## config.mk

```make
export PLATFORM = sky130hd
export DESIGN_NAME = interval_timer
export DESIGN_NICKNAME = d
export VERILOG_FILES = /design/src/rtl/tl_pkg.sv /design/src/rtl/tick_divider.sv /design/src/rtl/interval_timer.sv
export SDC_FILE = /design/constraint.sdc
export NUM_CORES = 1
export LEC_CHECK = 0
export BUFFER_PORTS_ARGS = -buffer_cell sky130_fd_sc_hd__buf_2
export CAP_MARGIN = 30
export CORE_AREA = 3 3 68 70
export CTS_CLUSTER_DIAMETER = 200
export DETAILED_ROUTE_END_ITERATION = 7
export DIE_AREA = 0 0 71 73
export PLACE_DENSITY = 0.82
export SYNTH_ARGS = -nofsm -noshare
export SYNTH_HDL_FRONTEND = slang
export SYNTH_SLANG_ARGS = --single-unit
```

## constraint.sdc

```tcl
create_clock -name clk -period 3.25 [get_ports clk]
set_input_delay 0 -clock clk [delete_from_list [all_inputs] [get_ports clk]]
set_output_delay 0 -clock clk [all_outputs]
set_load 0.005 [all_outputs]
```

## src/rtl/tl_pkg.sv

```systemverilog
// Shared traffic-light definitions: interval addresses, default intervals, and the state encoding.
package tl_pkg;

    localparam logic [1:0] ADDR_BASE = 2'b00;
    localparam logic [1:0] ADDR_EXT  = 2'b01;
    localparam logic [1:0] ADDR_YEL  = 2'b10;

    localparam int DEF_TBASE = 6;
    localparam int DEF_TEXT  = 3;
    localparam int DEF_TYEL  = 2;

    typedef enum logic [1:0] {
        ST_IDLE   = 2'd0,
        ST_COUNT  = 2'd1,
        ST_EXPIRE = 2'd2
    } tl_state_e;

    // Address 11 is not a real register and falls back to the base interval.
    function automatic logic [1:0] intv_index(input logic [1:0] addr);
        return (addr == 2'b11) ? ADDR_BASE : addr;
    endfunction

endpackage

```

## src/rtl/tick_divider.sv

```systemverilog
// Clock divider: 1-cycle tick on terminal count CLK_DIV-1 while en is high; clear wins over counting.
// Latency: tick is combinational from the count register; no backpressure.
module tick_divider #(
    parameter int CLK_DIV = 50_000_000
) (
    input  logic clk,
    input  logic sys_reset,
    input  logic clear,
    input  logic en,
    output logic tick
);

    localparam int CNT_W = (CLK_DIV > 1) ? $clog2(CLK_DIV) : 1;
    localparam logic [CNT_W-1:0] LAST = CNT_W'(CLK_DIV - 1);

    logic [CNT_W-1:0] cnt_q;
    logic [CNT_W-1:0] cnt_d;

    assign tick = en && (cnt_q == LAST);

    always_comb begin
        cnt_d = cnt_q;
        if (clear) begin
            cnt_d = '0;
        end else if (en) begin
            cnt_d = tick ? '0 : cnt_q + CNT_W'(1);
        end
    end

    always_ff @(posedge clk) begin
        if (sys_reset) begin
            cnt_q <= '0;
        end else begin
            cnt_q <= cnt_d;
        end
    end

endmodule

```

## src/rtl/interval_timer.sv

```systemverilog
// Programmable base/extended/yellow countdown; expired pulses value*CLK_DIV cycles after start.
// No backpressure: programming aborts any count and beats a same-cycle start; restart beats a final tick.
module interval_timer
    import tl_pkg::*;
#(
    parameter int CLK_DIV   = 50_000_000,
    parameter int VAL_W     = 4,
    parameter int TBASE_DEF = DEF_TBASE,
    parameter int TEXT_DEF  = DEF_TEXT,
    parameter int TYEL_DEF  = DEF_TYEL
) (
    input  logic             clk,
    input  logic             sys_reset,
    input  logic             start_timer,
    input  logic [1:0]       interval_address,
    input  logic             prg_sync_in,
    input  logic [1:0]       prg_sel,
    input  logic [VAL_W-1:0] prg_value,
    output logic             expired,
    output logic             busy,
    output logic [VAL_W-1:0] remaining
);

    tl_state_e        state_q;
    tl_state_e        state_d;
    logic [VAL_W-1:0] remaining_q;
    logic [VAL_W-1:0] remaining_d;
    logic [VAL_W-1:0] intv_q [0:2];
    logic [VAL_W-1:0] intv_d [0:2];
    logic [VAL_W-1:0] load_val;
    logic             div_clear;
    logic             div_en;
    logic             tick;

    assign load_val = intv_q[intv_index(interval_address)];
    assign div_en   = (state_q == ST_COUNT);

    tick_divider #(
        .CLK_DIV (CLK_DIV)
    ) u_div (
        .clk       (clk),
        .sys_reset (sys_reset),
        .clear     (div_clear),
        .en        (div_en),
        .tick      (tick)
    );

    // A zero interval would never expire cleanly, so it is stored as one second.
    always_comb begin
        intv_d = intv_q;
        if (prg_sync_in && (prg_sel != 2'b11)) begin
            intv_d[prg_sel] = (prg_value == '0) ? VAL_W'(1) : prg_value;
        end
    end

    always_ff @(posedge clk) begin
        if (sys_reset) begin
            state_q     <= ST_IDLE;
            remaining_q <= '0;
            intv_q[0]   <= VAL_W'(TBASE_DEF);
            intv_q[1]   <= VAL_W'(TEXT_DEF);
            intv_q[2]   <= VAL_W'(TYEL_DEF);
        end else begin
            state_q     <= state_d;
            remaining_q <= remaining_d;
            intv_q      <= intv_d;
        end
    end

    always_comb begin
        state_d     = state_q;
        remaining_d = remaining_q;
        div_clear   = 1'b0;
        if (prg_sync_in) begin
            state_d     = ST_IDLE;
            remaining_d = '0;
            div_clear   = 1'b1;
        end else if (start_timer) begin
            state_d     = ST_COUNT;
            remaining_d = load_val;
            div_clear   = 1'b1;
        end else begin
            case (state_q)
                ST_IDLE: state_d = ST_IDLE;
                ST_COUNT: begin
                    if (tick) begin
                        if (remaining_q <= VAL_W'(1)) begin
                            remaining_d = '0;
                            state_d     = ST_EXPIRE;
                        end else begin
                            remaining_d = remaining_q - VAL_W'(1);
                        end
                    end
                end
                default: state_d = ST_IDLE;
            endcase
        end
    end

    always_comb begin
        expired   = (state_q == ST_EXPIRE);
        busy      = (state_q == ST_COUNT);
        remaining = remaining_q;
    end

endmodule

```

* Yosys cells after proc, flatten, opt, wreduce, memory -nomap -nowiden *
Index checks and enable logic that the tools add are counted.

storage, ports and cells
  flip-flop bits (word level) = 44
  bits of input ports = 12
  output and inout port bits = 6
  word-level logic and storage cells = 54

operators by class
  $add $sub $neg = 2
  $lt $le $gt $ge = 4
  eq/ne operators = 7
  multiplexer cells = 19
  bitwise operators = 3
  reduce and logical (&&, ||, !) cells = 12

operators with widths
  kind                                                                               count
  4-bit two-way mux                                                                  8
  26-bit by 1-bit adder with 26-bit output (second input constant)                   1
  26-bit == test (second input constant)                                             1
  26-bit two-way mux                                                                 1
  12-bit bitwise mux                                                                 1
  4-bit binary-select mux with 2-bit select                                          1
  4-bit demux with 2-bit select                                                      1
  3-bit >= comparator (second input constant)                                        2
  1-bit two-way mux                                                                  6
  3-bit inequality test (second input constant)                                      2
  2-bit inverter with 3-bit output                                                   2
  2-bit AND reduction                                                                3
  2-bit == test (second input constant)                                              2
  4-bit by 1-bit less-or-equal comparator with 1-bit output (second input constant)  1
  4-bit logical NOT                                                                  1
  2-bit nonzero test                                                                 2
  2-bit OR reduction                                                                 2
  4-bit OR reduction                                                                 1
  4-bit by 1-bit subtractor with 4-bit output (second input constant)                1
  1-bit logical AND                                                                  3
  3-bit by 1-bit less-than comparator with 1-bit output (second input constant)      1
  2-bit by 1-bit == test with 1-bit output (second input constant)                   1
  2-bit two-way mux                                                                  1
  2-bit inequality test (second input constant)                                      1
  1-bit inverter                                                                     1

* Longest topological paths before layout *
Gate-level depths: netlist of the first run.

  depth in word-level cells = 7
  mapped depth = 7
  depth with buffers taken out = 6

* Cells and area by module *
Synthesis of the first run repeated with hierarchy kept, for this count alone.

second synthesis, totals
  cell total of the unflattened synthesis = 250
  area total of the unflattened synthesis = 2203.4 um^2

by module, submodules not included
  module          times used  cells each  area an instance (um^2)
  tick_divider    1           156         1343.8
  interval_timer  1           94          859.6

* Worst setup path before layout of the first run *
Ideal clock, no wire load.

  kind = register to register
  from = register u_div.cnt_q[0]
  to = register remaining_q[2] (netlist: remaining[2])
  arrival = 1.590 ns
  required time = 3.171 ns
  path slack = 1.581 ns
  stages on the path, launching flop included = 7
  path buffers = 1
  period minus slack after synthesis = 1.669 ns
  cell sequence = dfxtp_1 > ha_1 > and4b_1 > buf_6 > nand4_2 > or4_1 > o211ai_1

between the ends
  word-level cells in the longest chain between the ends = 4

RTL lines
  what                                  RTL line              RTL
  start: declaration                    tick_divider.sv:16    logic [CNT_W-1:0] cnt_q;
  start signal: assignment              tick_divider.sv:34    cnt_q <= cnt_d;
  26-bit == test                        tick_divider.sv:19    assign tick = en && (cnt_q == LAST);
  1-bit logical AND                     tick_divider.sv:19
  2-bit nonzero test (no source line)   -
  2-bit AND reduction (no source line)  -
  end signal: assignment                interval_timer.sv:65  remaining_q <= remaining_d;
  end: declaration                      interval_timer.sv:26  logic [VAL_W-1:0] remaining_q;

No other way between the ends.
A chain may end at the register's enable or synchronous reset.

* Worst setup path in the final report of the first run *
Ends and elaborated chain as after synthesis.

==> results of run 1 <==
what timing repair did:
| item | 4_1_cts | 5_1_grt |
|---|---|---|
| endpoints found under the setup margin | 0 | 0 |
| hold endpoints to repair | 6 | 0 |
| hold buffers | 4 | 0 |
registers in the layout, indices dropped and copies added, names as in the netlist:
register and count:
u_div.cnt_q 26, intv_q 12, remaining 4, state_q 2
metal layers:
metal | up-vias | global-route usage | wire length (um) | share of wire
li1 | 993 | - | - | -
met1 | 929 | 0.2411 | 2162 | 0.45
met4 | 0 | 0.08142 | 121 | 0.025
met5 | - | 0 | 0 | 0
met3 | 12 | 0.04408 | 191 | 0.039
met2 | 48 | 0.3481 | 2366 | 0.49
area by class of cell:
cell class	instances	area (um^2)	area share
timing repair buffer	22	132.6	0.05222
multi-input combinational	195	1334	0.5251
clock inverter	3	42.54	0.01675
inverter	5	18.77	0.007389
clock buffer	5	68.82	0.02709
tap	50	62.56	0.02463
sequential	44	880.8	0.3468
power by group through the flow:
stage	sequential (mW)	combinational (mW)	clock [mW]
detailed placement	0.567	0.0626	0
CTS	0.555	0.0668	0.421
finish	0.555	0.0668	0.415
global route	0.556	0.0750	0.444
floorplan	0.565	0.0403	0
global placement	0.567	0.0612	0
worst max-delay path: cells and delay by family (launching register included):
family | cells | cell delay [ps]
and+or+nand+nor | 3 | 1250
DFF | 1 | 380
adders and majority gates | 1 | 180
AOI/OAI and AO/OA | 1 | 110
cell families (layout without fill, tap and decap cells):
logic type,count (synthesis),count (layout),share of synthesized area
multiplexers,4,4,0.01735
AND/OR/NAND/NOR,120,120,0.3308
buffers and inverters,16,35,0.04013
XOR/XNOR,12,12,0.04555
AO/OA/AOI/OAI,56,56,0.1681
flip-flops,44,44,0.3818
adder cells (fa/ha/maj),3,3,0.01627
worst max path at each step:
stage                         endpoint  slack [ps]
final                     remaining[2]        1250
after floorplan           remaining[2]        1580
after detailed placement  remaining[2]        1270
after CTS                 remaining[2]        1260
after global placement    remaining[2]        1370
after global routing      remaining[2]        1150
through the flow:
stage / utilization / power (mW) / setup slack (ps)
floorplan: - / 0.6058 / 1581
global placement: 0.5929 / 0.6282 / 1374
detailed placement: 0.5929 / 0.6298 / 1269
CTS: 0.6304 / 1.043 / 1256
global route: 0.6304 / 1.075 / 1147
finish: 0.6304 / 1.037 / 1255
cell usage in the layout, fill, tap and decap left out, types with 4 or more instances in the layout:
master         count
o31ai_1            9
inv_1              5
clkbuf_8           5
xor2_1            11
a211o_1            5
or4_1              8
nand2_1           18
or3_1              6
o211ai_1           4
dfxtp_1           44
nor2b_1            6
buf_2             17
a21oi_1           16
nand3_1            6
nand4_1           11
nand3b_1           4
nor2_1            26
dlygate4sd3_1      4
o21ai_0            4
mux2i_1            4
==> key figures, run 1 <==
Worst setup path
  • Crit path max fanout: 9
  • Reg2reg setup slack: 1250 ps
  • Worst Reg-to-Reg Cells: 5
  • Critical path capture point type: flop
  • Reg2Reg Launch Point: u_div.cnt_q[0]
  • Critical path, cell by cell: ha_1, and4b_1, nand4_2, or4_1, o211ai_1
  • Slowest cell on crit path: or4_1
  • Crit path required time: 3470 ps
  • Critical path class: flop to flop
  • CP peak stage delay: 580 ps
  • Worst r2r dst: remaining[2]
  • CP arrival: 2220 ps
  • CP startpoint kind: flop
  • CP startpoint: u_div.cnt_q[0]

Clock tree
  • CTS H-Tree Depth: 2
  • Worst-path clk slew: 90 ps
  • Root buf cell: clkbuf_8
  • Post-CTS sizing: 0
  • Clk_lat worst skew: 300 ps
  • Clock sink count: 44
  • Post-CTS Setup Inserts: 0
  • TritonCTS Buffers: 5
  • Clock Tree Buf Depth: 2
  • CTS tree: built

STA
  • Worst hold slack: 50.48 ps
  • Period utilization: 0.6139
  • Final min period: 1995 ps
  • Max Slew Vio Count: 0
  • Rel. slew slack: 0.6054
  • Setup Viol. Count Final: 0
  • RSZ-0062 raised after global routing: false
  • Clk_skew: 11.17 ps
  • Endpoints failing hold: 0
  • FMAX: 0.5012 GHz
  • Setup TNS: 0 ps
  • Slew @ Worst Pin: 577.0 ps

Yosys
  • Share of the synthesized area in the top cell type: 0.3818
  • Mapped Cells: 255
  • Post-synth top cells: dfxtp_1, nor2_1, nand2_1
  • Number of enable flip-flop cells after synthesis: 0
  • Dominant cells by area after synthesis: dfxtp_1, nor2_1, xor2_1
  • Prevailing post-synth register cell: dfxtp_1
  • Ys Warns: 0
  • Synthesized flop and latch total: 44
  • Top-count cell post-synth: dfxtp_1
  • Synth Net Count: 270
  • Asr flop ratio synth: 0
  • Cell taking the most area after synthesis: dfxtp_1
  • Avg Inst Size Synth: 9.048 um^2
  • Yosys cell types: 59
  • Post-synthesis sequential area ratio: 0.3818
  • Mapped Area: 2307 um^2

Route
  • Remaining DRCs: 0
  • Post-Route WL: 4841 um
  • Vias per inst: 6.117
  • First-pass DRT Iterations: 4
  • Avg WL per Cell: 14.94 um
  • Detail Route Antenna Nets: 0
  • Via count: 1982
  • Initial DRC Count: 115

Cells and area
  • # nets final: 288
  • Fillcell total: 345
  • Layout cells sized above 1: 0.1569
  • Post-route cell area: 2540 um^2
  • Final Non-Filler Cells: 324
  • Area Growth Syn to Fin: 10.09%
  • Ant diodes: 0

Pwr
  • Clock Power Share: 0.401
  • Peak VDD IR: 0.3301 mV
  • LEAKAGE: 0.8718 nW
  • Switching Share: 0.2239
  • Logic pwr share: 0.064
  • Power density cells: 408.3 nW/um^2
  • Net Switching: 0.2322 mW
  • Seq pwr share: 0.535
  • Internal: 0.8049 mW

GRT
  • First-pass GRT wire length: 8369 um
  • Number of global-route vias before repair: 1867
  • All-layer global routing usage: 0.2007
  • Initial antenna violation count: 0
  • Overflow after GRT: 0
  • Pin count of the biggest net entering global routing: 23

Hold path
  • Hold Path Cell Cnt: 4
  • Hold path start: prg_value[0]
  • Hold Path Sink: intv_q[4]
  • Hold/Removal Path Class: input port to flop

Die
  • Std-Cell Rows: 23
  • Die height: 73 um
  • Initial Util: 0.5727
  • Die ar.: 5183 um^2
  • Core area: 4029 um^2
  • # IOs: 18
  • Die X-Extent: 71 um

Placement
  • Final GP Congestion: 0.8192
  • Dpl cells: 312
  • I/O Buffers: 17
  • DP Wirelength: 3510 um
  • Placed cell area: 2389 um^2

Job
  • Number of max-cap violations: 0

Run status
  • Status: finished clean
Note: power is estimated with default switching activity, not from simulation.
==> run 2: changes to the inputs <==
ABC_AREA = 1   (was default)
CORE_AREA = 3 3 72 74   (was 3 3 68 70)
DIE_AREA = 0 0 75 77   (was 0 0 71 73)
PLACE_DENSITY = 0.8   (was 0.82)
clock period = 1.7 ns   (was 3.25 ns; I/O delays follow)
==> key figures, run 2 <==
Pwr
  • Internal: 1.447 mW (+80%)
  • Seq pwr share: 0.557 (+0.022)
  • Net Switching: 0.4666 mW (+100%)
  • Power density cells: 705.6 nW/um^2 (+73%)
  • Peak VDD IR: 0.3945 mV (+20%)
  • Logic pwr share: 0.089 (+0.025)
  • Switching Share: 0.2439 (+0.02001)
  • Clock Power Share: 0.355 (-0.046)
  • LEAKAGE: 1.097 nW (+26%)

Placement
  • I/O Buffers: 17 (unchanged)
  • Final GP Congestion: 0.8648 (+5.6%)
  • DP Wirelength: 3983 um (+13%)
  • Worst slack, placed: 152.1 ps (-1117 ps)

STA
  • Rel. slew slack: 0.6834 (+0.07800)
  • Clk_skew: 1.921 ps (-9.253 ps)
  • Max Slew Vio Count: 0 (unchanged)
  • Setup Viol. Count Final: 0 (unchanged)
  • Setup TNS: 0 ps (unchanged)
  • Final min period: 1541 ps (-454.3 ps)
  • Period utilization: 0.9063 (+0.2925)
  • Slew @ Worst Pin: 471.3 ps (-105.7 ps)
  • Endpoints failing hold: 0 (unchanged)
  • Final WS setup: 159.2 ps (-1096 ps)
  • FMAX: 0.6490 GHz (+29%)
  • RSZ-0062 raised after global routing: false

Route
  • First-pass DRT Iterations: 4 (unchanged)
  • Via count: 2244 (+13%)
  • Detail Route Antenna Nets: 0 (unchanged)
  • Vias per inst: 5.112 (-16%)
  • Initial DRC Count: 101 (-12%)
  • Post-Route WL: 5087 um (+5.1%)
  • Remaining DRCs: 0 (unchanged)
  • Avg WL per Cell: 11.59 um (-22%)

Yosys
  • Avg Inst Size Synth: 6.796 um^2 (-25%)
  • Prevailing post-synth register cell: dfxtp_1
  • Top-count cell post-synth: nand2_1
  • Yosys cell types: 30 (-49%)
  • Synthesized flop and latch total: 44 (unchanged)
  • Post-synth top cells: nand2_1, nor2_1, inv_1
  • Mapped Area: 2426 um^2 (+5.2%)
  • Dominant cells by area after synthesis: dfxtp_1, nand2_1, nor2_1
  • Number of enable flip-flop cells after synthesis: 0 (unchanged)
  • Synth Net Count: 372 (+38%)
  • Post-synthesis sequential area ratio: 0.3631 (-0.01870)
  • Asr flop ratio synth: 0 (unchanged)
  • Cell taking the most area after synthesis: dfxtp_1
  • Mapped Cells: 357 (+40%)
  • Ys Warns: 0 (unchanged)
  • Share of the synthesized area in the top cell type: 0.3631 (-0.01870)

GRT
  • All-layer global routing usage: 0.1944 (-0.006258)
  • Number of global-route vias before repair: 2116 (+13%)
  • First-pass GRT wire length: 8997 um (+7.5%)
  • Overflow after GRT: 0 (unchanged)
  • Initial antenna violation count: 0 (unchanged)
  • Pin count of the biggest net entering global routing: 13 (-43%)

Clock tree
  • TritonCTS Buffers: 5 (unchanged)
  • Clk_lat worst skew: 290 ps (about the same)
  • CTS tree: built
  • Root buf cell: clkbuf_8
  • Clock sink count: 44 (unchanged)
  • Worst-path clk slew: 80 ps (about the same)
  • CTS H-Tree Depth: 2 (unchanged)
  • Clock Tree Buf Depth: 2 (unchanged)
  • Post-CTS Setup Inserts: 0 (unchanged)

Cells and area
  • # nets final: 399 (+39%)
  • Area Growth Syn to Fin: 11.76%
  • Ant diodes: 0 (unchanged)
  • Commonest non-fill, non-tap cell in the layout: nand2_1
  • Layout cells sized above 1: 0.1584 (+0.001507)
  • Commonest non-fill, non-tap cells in the layout: nand2_1, nor2_1, inv_1
  • Max reg flops: 26 (unchanged)
  • Biggest register: u_div.cnt_q

Worst setup path
  • CP startpoint kind: flop
  • Critical path class: flop to flop
  • Buf/Inv on CP: 0 (unchanged)
  • Crit path required time: 1890 ps (-1580 ps)
  • Slowest cell on crit path: dfxtp_1
  • Worst r2r dst: u_div.cnt_q[20]
  • Critical path capture point type: flop
  • Critical path depth in cells: 10 (+5)
  • Reg2reg setup slack: 160 ps (-1100 ps)
  • Crit path max-delay family: simple AND/OR/NAND/NOR gates
  • Critical path, cell by cell: ha_1, nand2_1, nor2_2, nand2_1, nor2_2, nand2_4, nand2_4, nor2_4, nand2_1, nor2_2
  • CP arrival: 1730 ps (-490 ps)
  • Worst Reg-to-Reg Cells: 10 (+5)
  • Reg2Reg Launch Point: u_div.cnt_q[1]
  • Crit path max fanout: 8 (-1)
  • CP peak stage delay: 380 ps (-200 ps)

Hold path
  • Hold Path Cell Cnt: 3 (-1)
  • Hold Path Sink: intv_q[2]
  • Hold path start: prg_value[2]
  • Hold/Removal Path Class: input port to flop

Die
  • Die height: 77 um (+5.5%)
  • Die X-Extent: 75 um (+5.6%)
  • Die ar.: 5775 um^2 (+11%)
  • Std-Cell Rows: 25 (+8.7%)
  • # IOs: 18 (unchanged)
  • Core area: 4661 um^2 (+16%)
  • Initial Util: 0.5205 (-0.05213)

Run status
  • Status: finished clean

Job
  • Number of max-cap violations: 0 (unchanged)
[run 2: final cells by class]
| type | instances | area, um^2 |
|---|---|---|
| inverters | 49 | 183.9 |
| multi-input cells | 262 | 1358 |
| well taps | 54 | 67.56 |
| repair buffers | 22 | 130.1 |
| clock buffers | 8 | 90.09 |
| fillers | 442 | 1949 |
| flip-flops and latches | 44 | 882.1 |
[run 2: layer usage]
layer,share of wire,GRT usage
met1,0.47,0.2534
met5,0,0
met2,0.47,0.3127
met3,0.046,0.03801
met4,0.013,0.06940
[run 2: how the worst max path moves through the flow]
stage	to	startpoint
floorplan	remaining[2]	remaining[0]
global placement	remaining[2]	remaining[0]
detailed placement	u_div.cnt_q[15]	u_div.cnt_q[0]
CTS	remaining[2]	remaining[0]
global route	u_div.cnt_q[21]	u_div.cnt_q[0]
finish	u_div.cnt_q[20]	u_div.cnt_q[1]
[run 2: stage by stage]
step / area, um^2 / power [mW] / hold slack, ps / utilization / instances
3_3_place_gp: 2579 / 1.245 / 220.5 / 0.5533 / 428
3_5_place_dp: 2579 / 1.249 / 227.4 / 0.5533 / 428
2_1_floorplan: 2426 / 1.198 / 99.72 / - / 357
6_report: 2711 / 1.913 / 2.776 / 0.5817 / 439
5_1_grt: 2711 / 2.003 / 41.27 / 0.5817 / 439
4_1_cts: 2699 / 1.929 / 1.266 / 0.5791 / 439
[run 2: power groups by stage]
| stage | clock network (mW) | registers (mW) | logic [mW] |
|---|---|---|---|
| 6_report | 0.678 | 1.07 | 0.170 |
| 5_1_grt | 0.739 | 1.07 | 0.196 |
| 3_5_place_dp | 0 | 1.09 | 0.160 |
| 2_1_floorplan | 0 | 1.09 | 0.112 |
| 4_1_cts | 0.697 | 1.06 | 0.166 |
| 3_3_place_gp | 0 | 1.09 | 0.157 |
[run 2: worst min-delay path: cells and delay by family]
family	cells	cell delay, ps
AOI/OAI and AO/OA	1	120
buffers and inverters	2	130
[run 2: cells by family after synthesis]
logic type / Yosys count / share of synthesized area
AOI/OAI and AO/OA: 39 / 0.08974
xor gates and xnor gates: 8 / 0.02888
adders and majority gates: 3 / 0.01547
buffers and inverters: 51 / 0.08200
DFF: 44 / 0.3631
and+or+nand+nor: 212 / 0.4208
[run 2: what timing repair did]
item                       in CTS  in global routing
hold buffers                    3                  0
hold endpoints to repair        4                  0
setup endpoints to repair       0                  3
resized for setup               0                  3
==> run 3: changes to the inputs <==
HOLD_SLACK_MARGIN = 0.15   (was default)
==> key figures, run 3 (synthesized netlist as in run 2, its figures left out) <==
Cells and area
  • Post-route cell area: 2831 um^2 (+4.4%)
  • Final Non-Filler Cells: 451 (+2.7%)
  • Biggest register: u_div.cnt_q
  • Commonest non-fill, non-tap cell in the layout: nand2_1
  • Layout cells sized above 1: 0.1537 (-0.004789)
  • Fillcell total: 414 (-6.3%)
  • # nets final: 411 (+3.0%)
  • Commonest non-fill, non-tap cells in the layout: nand2_1, nor2_1, inv_1
  • Ant diodes: 0 (unchanged)
  • Area Growth Syn to Fin: 16.71%
  • Max reg flops: 26 (unchanged)

Die
  • Die ar.: 5775 um^2 (unchanged)
  • Initial Util: 0.5205 (unchanged)
  • Core area: 4661 um^2 (unchanged)
  • # IOs: 18 (unchanged)
  • Die height: 77 um (unchanged)
  • Die X-Extent: 75 um (unchanged)
  • Std-Cell Rows: 25 (unchanged)

Clock tree
  • Clk_lat worst skew: 290 ps (about the same)
  • Clock sink count: 44 (unchanged)
  • TritonCTS Buffers: 5 (unchanged)
  • Worst-path clk slew: 80 ps (about the same)
  • Root buf cell: clkbuf_8
  • CTS H-Tree Depth: 2 (unchanged)
  • Clock Tree Buf Depth: 2 (unchanged)
  • CTS tree: built

Worst setup path
  • Critical path capture point type: flop
  • CP arrival: 1740 ps (about the same)
  • Critical path class: flop to flop
  • CP startpoint kind: flop
  • Crit path max fanout: 8 (unchanged)
  • Crit path required time: 1890 ps (about the same)

Placement
  • Worst slack, placed: 152.1 ps (unchanged)
  • Dpl cells: 428 (unchanged)
  • I/O Buffers: 17 (unchanged)
  • Final GP Congestion: 0.8648 (unchanged)
  • DP Wirelength: 3983 um (unchanged)
  • Placed cell area: 2579 um^2 (unchanged)

GRT
  • Overflow after GRT: 0 (unchanged)
  • First-pass GRT wire length: 9646 um (+7.2%)
  • Initial antenna violation count: 0 (unchanged)
  • All-layer global routing usage: 0.2078 (+0.01338)
  • Number of global-route vias before repair: 2234 (+5.6%)
  • Pin count of the biggest net entering global routing: 13 (unchanged)

STA
  • Clk_skew: 1.638 ps (-0.2829 ps)
  • Final min period: 1541 ps (-0.2080 ps)
  • Final WS setup: 159.5 ps (+0.2080 ps)
  • Period utilization: 0.9062 (about the same)
  • Rel. slew slack: 0.6434 (-0.03999)
  • Max Slew Vio Count: 0 (unchanged)
  • FMAX: 0.6491 GHz (about the same)
  • RSZ-0062 raised after global routing: false
  • Endpoints failing hold: 0 (unchanged)
  • Setup Viol. Count Final: 0 (unchanged)
  • Setup TNS: 0 ps (unchanged)
  • Slew @ Worst Pin: 530.8 ps (+59.53 ps)

Pwr
  • Seq pwr share: 0.549 (-0.008)
  • Net Switching: 0.4784 mW (+2.5%)
  • Internal: 1.463 mW (+1.1%)
  • Power density cells: 685.7 nW/um^2 (-2.8%)
  • Switching Share: 0.2464 (+0.002517)
  • Peak VDD IR: 0.4040 mV (+2.4%)
  • Logic pwr share: 0.099 (+0.010)
  • LEAKAGE: 1.150 nW (+4.8%)
  • Clock Power Share: 0.352 (-0.003)

Route
  • Remaining DRCs: 0 (unchanged)
  • Avg WL per Cell: 11.97 um (+3.3%)
  • Detail Route Antenna Nets: 0 (unchanged)
  • First-pass DRT Iterations: 4 (unchanged)
  • Initial DRC Count: 77 (-24%)
  • Vias per inst: 5.144 (+0.64%)
  • Post-Route WL: 5397 um (+6.1%)
  • Via count: 2320 (+3.4%)

Job
  • Number of max-cap violations: 0 (unchanged)

Hold path
  • Hold/Removal Path Class: input port to flop

Run status
  • Status: finished clean
-- run 3: worst paths after layout --
kind | startpoint | end | slack, ps | cells past startpoint
hold reg to reg | intv_q[3] | intv_q[3] | 490 | 2
setup reg to reg | u_div.cnt_q[1] | u_div.cnt_q[20] | 160 | 10
hold / removal | prg_sel[1] | intv_q[7] | 130 | 4
setup / recovery | u_div.cnt_q[1] | u_div.cnt_q[20] | 160 | 10
-- run 3: routing by layer --
| layer | GRT usage | wire [um] |
|---|---|---|
| met2 | 0.3389 | 2589 |
| met4 | 0.06762 | 64 |
| met1 | 0.2720 | 2521 |
| met3 | 0.03670 | 221 |
| met5 | 0 | 0 |
-- run 3: cell type report --
cell class	count	area, um^2	area share
Multi-Input combinational cell	262	1358	0.4795
Sequential cell	44	882.1	0.3115
Timing Repair Buffer	34	250.2	0.08838
Inverter	49	183.9	0.06496
Clock buffer	8	90.09	0.03182
Tap cell	54	67.56	0.02386
-- run 3: power groups by stage --
stage,clock network [mW],logic (mW),registers (mW)
CTS,0.697,0.185,1.06
global placement,0,0.157,1.09
global route,0.738,0.220,1.07
detailed placement,0,0.160,1.09
floorplan,0,0.112,1.09
finish,0.683,0.192,1.07
-- run 3: repair_timing --
item	CTS	global route
setup endpoints to repair	0	4
buffers inserted	0	0
hold buffers	15	1
gates resized for setup	0	3
endpoints found under the hold margin	17	2
-- run 3: critical path, stage by stage, from the launching register on --
cell and delay, ps:
dfxtp_1 380, ha_1 200, nand2_1 80, nor2_2 120, nand2_1 80, nor2_2 180, nand2_4 110, nand2_4 110
nor2_4 70, nand2_1 80, nor2_2 30
-- run 3: metrics by stage --
stage	total power [mW]	utilization	hold WS, ps
finish	1.941	0.6075	129.9
global route	2.027	0.6075	156.9
CTS	1.947	0.6048	158.9
detailed placement	1.249	0.5533	227.4
global placement	1.245	0.5533	220.5
floorplan	1.198	-	99.72
